<file path="src/rtl/fetch_unit_btb_if.sv">
// Fetch-stage bundle between decode/hazard logic (master) and the BTB-based
// fetch unit (slave): redirects, predictor updates and IF-side outputs.
interface fetch_unit_btb_if #(
  parameter int unsigned WIDTH     = 32,
  parameter int unsigned CNT_WIDTH = 16
);
  logic                 stall;
  logic                 redirect_valid;
  logic [WIDTH-1:0]     redirect_pc;
  logic                 upd_valid;
  logic [WIDTH-1:0]     upd_pc;
  logic                 upd_taken;
  logic [WIDTH-1:0]     upd_target;
  logic [WIDTH-1:0]     pc_if;
  logic [WIDTH-1:0]     pcplus4_if;
  logic                 pred_taken_if;
  logic [WIDTH-1:0]     pred_target_if;
  logic                 flush_id;
  logic [CNT_WIDTH-1:0] mispredict_count;

  modport master (
    output stall, redirect_valid, redirect_pc,
    output upd_valid, upd_pc, upd_taken, upd_target,
    input  pc_if, pcplus4_if, pred_taken_if, pred_target_if, flush_id, mispredict_count
  );

  modport slave (
    input  stall, redirect_valid, redirect_pc,
    input  upd_valid, upd_pc, upd_taken, upd_target,
    output pc_if, pcplus4_if, pred_taken_if, pred_target_if, flush_id, mispredict_count
  );
endinterface

</file>
<file path="src/rtl/fetch_unit_btb.sv">
// Instruction-fetch stage: PC register plus a direct-mapped BTB with 2-bit
// saturating predictors, decode-driven redirects and a mispredict counter.
module fetch_unit_btb #(
  parameter int unsigned      WIDTH       = 32,
  parameter int unsigned      BTB_ENTRIES = 16,
  parameter logic [WIDTH-1:0] RESET_PC    = '0,
  parameter int unsigned      CNT_WIDTH   = 16
) (
  input logic                clk,
  input logic                reset,
  fetch_unit_btb_if.slave    bus
);

  localparam int unsigned IDX   = $clog2(BTB_ENTRIES);
  localparam int unsigned TAG_W = WIDTH - IDX - 2;

  logic [WIDTH-1:0]     pc_q, pc_d;
  logic [WIDTH-1:0]     pcplus4;
  logic [CNT_WIDTH-1:0] mcnt_q, mcnt_d;

  logic [BTB_ENTRIES-1:0] valid_q;
  logic [TAG_W-1:0]       tag_q    [BTB_ENTRIES];
  logic [WIDTH-1:0]       target_q [BTB_ENTRIES];
  logic [1:0]             cnt_q    [BTB_ENTRIES];

  // Lookup on the current fetch PC
  logic [IDX-1:0]   look_idx;
  logic [TAG_W-1:0] look_tag;
  logic             look_hit;
  logic             pred_taken;
  logic [WIDTH-1:0] pred_target;

  assign look_idx    = pc_q[IDX+1:2];
  assign look_tag    = pc_q[WIDTH-1:IDX+2];
  assign look_hit    = valid_q[look_idx] && (tag_q[look_idx] == look_tag);
  assign pred_taken  = look_hit && cnt_q[look_idx][1];
  assign pred_target = look_hit ? target_q[look_idx] : '0;
  assign pcplus4     = pc_q + WIDTH'(4);

  // Update-port decode
  logic [IDX-1:0]   upd_idx;
  logic [TAG_W-1:0] upd_tag;
  logic             upd_hit;
  logic [1:0]       upd_cnt_old;
  logic [1:0]       upd_cnt_new;

  assign upd_idx     = bus.upd_pc[IDX+1:2];
  assign upd_tag     = bus.upd_pc[WIDTH-1:IDX+2];
  assign upd_hit     = valid_q[upd_idx] && (tag_q[upd_idx] == upd_tag);
  assign upd_cnt_old = cnt_q[upd_idx];

  always_comb begin
    upd_cnt_new = upd_cnt_old;
    if (bus.upd_taken) begin
      if (upd_cnt_old != 2'b11) upd_cnt_new = upd_cnt_old + 2'd1;
    end else begin
      if (upd_cnt_old != 2'b00) upd_cnt_new = upd_cnt_old - 2'd1;
    end
  end

  // Redirect beats stall; stall beats prediction
  always_comb begin
    pc_d = pcplus4;
    if (bus.redirect_valid) begin
      pc_d = bus.redirect_pc;
    end else if (bus.stall) begin
      pc_d = pc_q;
    end else if (pred_taken) begin
      pc_d = pred_target;
    end
  end

  always_comb begin
    mcnt_d = mcnt_q;
    if (bus.redirect_valid && (mcnt_q != '1)) mcnt_d = mcnt_q + CNT_WIDTH'(1);
  end

  always_ff @(posedge clk) begin
    if (reset) begin
      pc_q   <= RESET_PC;
      mcnt_q <= '0;
    end else begin
      pc_q   <= pc_d;
      mcnt_q <= mcnt_d;
    end
  end

  always_ff @(posedge clk) begin
    if (reset) begin
      valid_q <= '0;
      for (int i = 0; i < BTB_ENTRIES; i++) begin
        tag_q[i]    <= '0;
        target_q[i] <= '0;
        cnt_q[i]    <= 2'b01;
      end
    end else if (bus.upd_valid) begin
      if (upd_hit) begin
        cnt_q[upd_idx] <= upd_cnt_new;
        if (bus.upd_taken) target_q[upd_idx] <= bus.upd_target;
      end else if (bus.upd_taken) begin
        // Allocation replaces whatever alias occupied the slot
        valid_q[upd_idx]  <= 1'b1;
        tag_q[upd_idx]    <= upd_tag;
        target_q[upd_idx] <= bus.upd_target;
        cnt_q[upd_idx]    <= 2'b10;
      end
    end
  end

  logic unused_upd_pc_lsb;
  assign unused_upd_pc_lsb = ^bus.upd_pc[1:0];

  assign bus.pc_if            = pc_q;
  assign bus.pcplus4_if       = pcplus4;
  assign bus.pred_taken_if    = pred_taken;
  assign bus.pred_target_if   = pred_target;
  assign bus.flush_id         = bus.redirect_valid;
  assign bus.mispredict_count = mcnt_q;

endmodule

</file>
<file path="src/flat_wrapper.sv">
// flat-port wrapper written by rule: the top's interface ports become plain ports
module fetch_unit_btb_flat 
#(
  parameter int unsigned      WIDTH       = 32,
  parameter int unsigned      BTB_ENTRIES = 16,
  parameter logic [WIDTH-1:0] RESET_PC    = '0,
  parameter int unsigned      CNT_WIDTH   = 16
)
  (clk, reset, bus_stall, bus_redirect_valid, bus_redirect_pc, bus_upd_valid, bus_upd_pc, bus_upd_taken, bus_upd_target, bus_pc_if, bus_pcplus4_if, bus_pred_taken_if, bus_pred_target_if, bus_flush_id, bus_mispredict_count);
  fetch_unit_btb_if #(.WIDTH(WIDTH), .CNT_WIDTH(CNT_WIDTH)) bus_i ();
  input logic clk;
  input logic reset;
  input wire logic [$bits(bus_i.stall)-1:0] bus_stall;
  input wire logic [$bits(bus_i.redirect_valid)-1:0] bus_redirect_valid;
  input wire logic [$bits(bus_i.redirect_pc)-1:0] bus_redirect_pc;
  input wire logic [$bits(bus_i.upd_valid)-1:0] bus_upd_valid;
  input wire logic [$bits(bus_i.upd_pc)-1:0] bus_upd_pc;
  input wire logic [$bits(bus_i.upd_taken)-1:0] bus_upd_taken;
  input wire logic [$bits(bus_i.upd_target)-1:0] bus_upd_target;
  output wire logic [$bits(bus_i.pc_if)-1:0] bus_pc_if;
  output wire logic [$bits(bus_i.pcplus4_if)-1:0] bus_pcplus4_if;
  output wire logic [$bits(bus_i.pred_taken_if)-1:0] bus_pred_taken_if;
  output wire logic [$bits(bus_i.pred_target_if)-1:0] bus_pred_target_if;
  output wire logic [$bits(bus_i.flush_id)-1:0] bus_flush_id;
  output wire logic [$bits(bus_i.mispredict_count)-1:0] bus_mispredict_count;
  assign bus_i.stall = bus_stall;
  assign bus_i.redirect_valid = bus_redirect_valid;
  assign bus_i.redirect_pc = bus_redirect_pc;
  assign bus_i.upd_valid = bus_upd_valid;
  assign bus_i.upd_pc = bus_upd_pc;
  assign bus_i.upd_taken = bus_upd_taken;
  assign bus_i.upd_target = bus_upd_target;
  assign bus_pc_if = bus_i.pc_if;
  assign bus_pcplus4_if = bus_i.pcplus4_if;
  assign bus_pred_taken_if = bus_i.pred_taken_if;
  assign bus_pred_target_if = bus_i.pred_target_if;
  assign bus_flush_id = bus_i.flush_id;
  assign bus_mispredict_count = bus_i.mispredict_count;
  fetch_unit_btb #(.WIDTH(WIDTH), .BTB_ENTRIES(BTB_ENTRIES), .RESET_PC(RESET_PC), .CNT_WIDTH(CNT_WIDTH)) u_core (.clk(clk), .reset(reset), .bus(bus_i));
endmodule
</file>
<file path="config.mk">
export PLATFORM = sky130hd
export DESIGN_NAME = fetch_unit_btb_flat
export DESIGN_NICKNAME = d
export VERILOG_FILES = /design/src/rtl/fetch_unit_btb_if.sv /design/src/rtl/fetch_unit_btb.sv /design/src/flat_wrapper.sv
export SDC_FILE = /design/constraint.sdc
export NUM_CORES = 2
export LEC_CHECK = 0
export BUFFER_PORTS_ARGS = -buffer_cell sky130_fd_sc_hd__buf_4
export CORE_ASPECT_RATIO = 0.7
export CORE_MARGIN = 1
export CORE_UTILIZATION = 45
export DETAILED_ROUTE_END_ITERATION = 10
export SYNTH_ARGS = -nofsm -noshare
export SYNTH_HDL_FRONTEND = slang
export SYNTH_SLANG_ARGS = --single-unit
</file>
<file path="constraint.sdc">
create_clock -name clk -period 12.3 [get_ports clk]
set_clock_uncertainty 0.15 [all_clocks]
set_input_delay 0.615 -clock clk [delete_from_list [all_inputs] [get_ports clk]]
set_output_delay 0.615 -clock clk [all_outputs]
set_load 0.005 [all_outputs]
</file>
==> metrics.csv <==
stage,metric,value,unit
floorplan,Starting Density,0.454,
setup_path,"slowest stage delay, CP",1140,ps
logic_synthesis,Mapped Area,0.0522,sq mm
detailed_routing,DRC Markers,0,
timing,final hold viol count,0,
setup_path,CP max stage cell,nor3_1,
logic_synthesis,Yosys top cell area share,0.552,
global_routing,vias in the first global route,32400,
logic_synthesis,Async SR Flop Fraction,0,
logic_synthesis,Synth Area in XOR/XNOR,0.0136,
setup_path,WS Path Type,flip-flop to output port,
timing,Worst slew margin,0.0939,
finish,multi-input logic area,0.0206,sq mm
logic_synthesis,synthesized flop and latch total,1028,
logic_synthesis,register area share after synthesis,0.578,
hold_path,Worst Hold Launch,bus_redirect_pc[1],
timing,Final Critical Period,7080,ps
logic_synthesis,mux cell area share after synthesis,0.190,
global_routing,pin count of the biggest net entering global routing,141,
clock_tree,Post-CTS Setup Bufs,0,
logic_synthesis,Synth Area in Adders,0.000479,
clock_tree,root buf cell,clkbuf_16,
logic_synthesis,Synth Area in Compound Gates,0.0266,
logic_synthesis,Synth area leaders,"edfxtp_1, mux4_2, and2_1",
detailed_routing,final wirelength,179,mm
clock_tree,clock slew at reported path FFs,60,ps
detailed_routing,post-route ant nets,0,
detailed_routing,DRT iter0 DRCs,5595,
power_and_ir_drop,pwr dens,144,mW/mm^2
floorplan,Die ar.,0.117,sq mm
logic_synthesis,number of flops mapped to enable cells by yosys,960,
setup_path,CP Max Fanout,34,
logic_synthesis,syn_nets,3688,
setup_path,most frequent CP cell,buf_4,
place,global placement routability congestion,0.859,
floorplan,Die Span Y,287,um
power_and_ir_drop,worst IR drop on VDD,0.000116,V
place,hpwl dp,100,mm
detailed_routing,drt pass-1 iters,6,
finish,"Net count, final",3702,
clock_tree,H-tree levels,3,
clock_tree,post-CTS sizing,0,
timing,Worst-Margin Slew,1350,ps
logic_synthesis,Synth Warn #,0,
status,status,finished clean,
logic_synthesis,Yosys top cell by area,edfxtp_1,
finish,area grow syn2layout,12.1,%
floorplan,Ports,216,
power_and_ir_drop,Final Power,8.41,mW
clock_tree,clock sink count,1028,
power_and_ir_drop,Leak,21.5,nW
hold_path,cell count of the worst hold path,3,
place,DP Cell Count,5030,
setup_path,"Data arrival, critical path",6320,ps
clock_tree,cts bufs inserted,103,
setup_path,CP Launch Type,flip-flop,
logic_synthesis,Gate Count Post-Synth,3584,
timing,fin crit share,0.576,
finish,sequential cell area,0.0302,sq mm
global_routing,total track usage,0.304,
floorplan,CORE AREA,0.115,sq mm
setup_path,R2R setup slack,6020,ps
logic_synthesis,Synth Area in Simple Gates,0.158,
finish,Layout Cells excl Fill,5227,
global_routing,first-pass GRT wire length,251,mm
timing,fin. max-slew vios,0,
clock_tree,cts hold-fix bufs,0,
setup_path,Worst EP required,11530,ps
timing,final setup TNS,0,ps
detailed_routing,DR vias,33900,
hold_path,Tightest Hold Check Type,input port to flip-flop,
detailed_routing,via density per instance,6.48,
clock_tree,worst skew pair latency,720,ps
logic_synthesis,Main synth FF type,edfxtp_1,
detailed_routing,routed len/inst,34.3,um
floorplan,Die X,409,um
global_routing,GRT overflow,0,
timing,maximum operating frequency,141,MHz
setup_path,Crit. End Element,output port,
setup_path,r2r worst-path depth,10,
clock_tree,CTS tree,done,
timing,RSZ-0062 raised after global routing,no,
global_routing,antenna violations before repair,15,
floorplan,num rows,104,
setup_path,"Cell Chain, Critical Path",buf_4 > buf_4 > mux4_2 > a22oi_1 > nand3_1 > xor2_1 > nor4b_1 > nand4_1 > nor3_1 > buf_4,
hold_path,WHS Endpoint,u_core.bus.pc_if[1],
logic_synthesis,Synth top cells by count,"edfxtp_1, and2_1, and3_1, mux4_2, clkbuf_1",
logic_synthesis,"Avg Cell Area, Syn",14.6,sq um
run,number of max-cap violations,0,
finish,share of layout cells above drive strength 1,0.254,
logic_synthesis,synth unique cells,77,
place,Port-buffer cells,213,
timing,# setup viols final,0,
logic_synthesis,dominant combinational cell family by area after synthesis,multiplexers,
logic_synthesis,"count leader, synth",edfxtp_1,
finish,# fillers,9605,
clock_tree,Bufs on Longest Clock Path,3,
worst max path at each step:
stage	startpoint	endpoint	slack, ps	cells after the start
3_5_place_dp	bus_upd_pc[2]	u_core.tag_q[9][21]	4930	11
2_1_floorplan	bus_upd_pc[3]	u_core.target_q[14][0]	7100	7
5_1_grt	flip-flop	bus_pred_target_if[2]	4860	10
4_1_cts	flip-flop	bus_pred_target_if[5]	5270	11
3_3_place_gp	bus_upd_pc[2]	u_core.tag_q[9][21]	5010	11
6_report	flip-flop	bus_pred_target_if[2]	5220	10
logic make-up (layout without fill, tap and decap cells):
kind of cell / Yosys count / after routing
simple gates: 1371 / 1371
mux: 493 / 493
buf+inv: 401 / 503
flops: 1028 / 1028
fa+ha+maj: 2 / 2
compound gates: 208 / 208
xor+xnor: 81 / 81
other cells: 0 / 4
final cells by class:
class / count / share of cell area
Clock buffer: 140 / 0.0494
Tap cell: 1537 / 0.0329
Clock inverter: 53 / 0.00996
Sequential cell: 1028 / 0.516
Antenna cell: 4 / 0.000171
Inverter: 16 / 0.00109
Multi-Input combinational cell: 2155 / 0.352
Timing Repair Buffer: 294 / 0.0383
stage by stage:
stage,worst slack [ps],util,cell area (sq um),hold slack (ps)
3_3_place_gp,5010,0.478,55000,305
4_1_cts,5270,0.509,58500,1.79
6_report,5220,0.509,58500,35.2
2_1_floorplan,7100,-,52200,288
5_1_grt,4860,0.509,58500,41.5
3_5_place_dp,4930,0.478,55000,310
report_power, final:
part	internal [mW]	switching, mW
Sequential	4.00	0.112
Clock	1.86	1.42
Combinational	0.421	0.596
critical path: cells and delay by family (launching register included):
kind / cells / cell delay, ps
flops: 1 / 700
compound gates: 1 / 200
buf+inv: 3 / 1660
simple gates: 4 / 2120
mux: 1 / 590
xor+xnor: 1 / 280
layer usage:
layer	share of wire	GRT usage	vias to the layer above
li1	-	-	13900
met1	0.40	0.440	17400
met2	0.43	0.439	2245
met3	0.13	0.0946	323
met4	0.031	0.0879	2
met5	0.000073	0	-
placed cells by master, fill, tap and decap left out, types with 16 or more instances in the layout:
| cell type | instances |
|---|---|
| xor2_1 | 27 |
| mux2i_1 | 78 |
| a21oi_1 | 30 |
| nand4_1 | 38 |
| mux2_2 | 17 |
| nor2_1 | 64 |
| clkbuf_1 | 22 |
| a31oi_1 | 16 |
| and2_1 | 542 |
| xnor2_1 | 54 |
| edfxtp_1 | 960 |
| nand3_1 | 69 |
| clkinv_1 | 18 |
| mux4_2 | 397 |
| or2_2 | 18 |
| nor2_4 | 17 |
| dfxtp_1 | 64 |
| a21o_1 | 17 |
| buf_4 | 291 |
| o21ai_0 | 46 |
| o21ai_4 | 16 |
| nand2_1 | 63 |
| and3_1 | 459 |
| clkbuf_16 | 105 |
state kept, by name, summed over array words and instances, names as in the netlist, named ones only:
| register | count |
|---|---|
| u_core.valid_q | 16 |
| u_core.bus.mispredict_count | 16 |
| u_core.cnt_q | 32 |
| u_core.tag_q | 416 |
| u_core.target_q | 512 |
| u_core.bus.pc_if | 32 |
No activity file was read; power rests on OpenSTA's default activity.
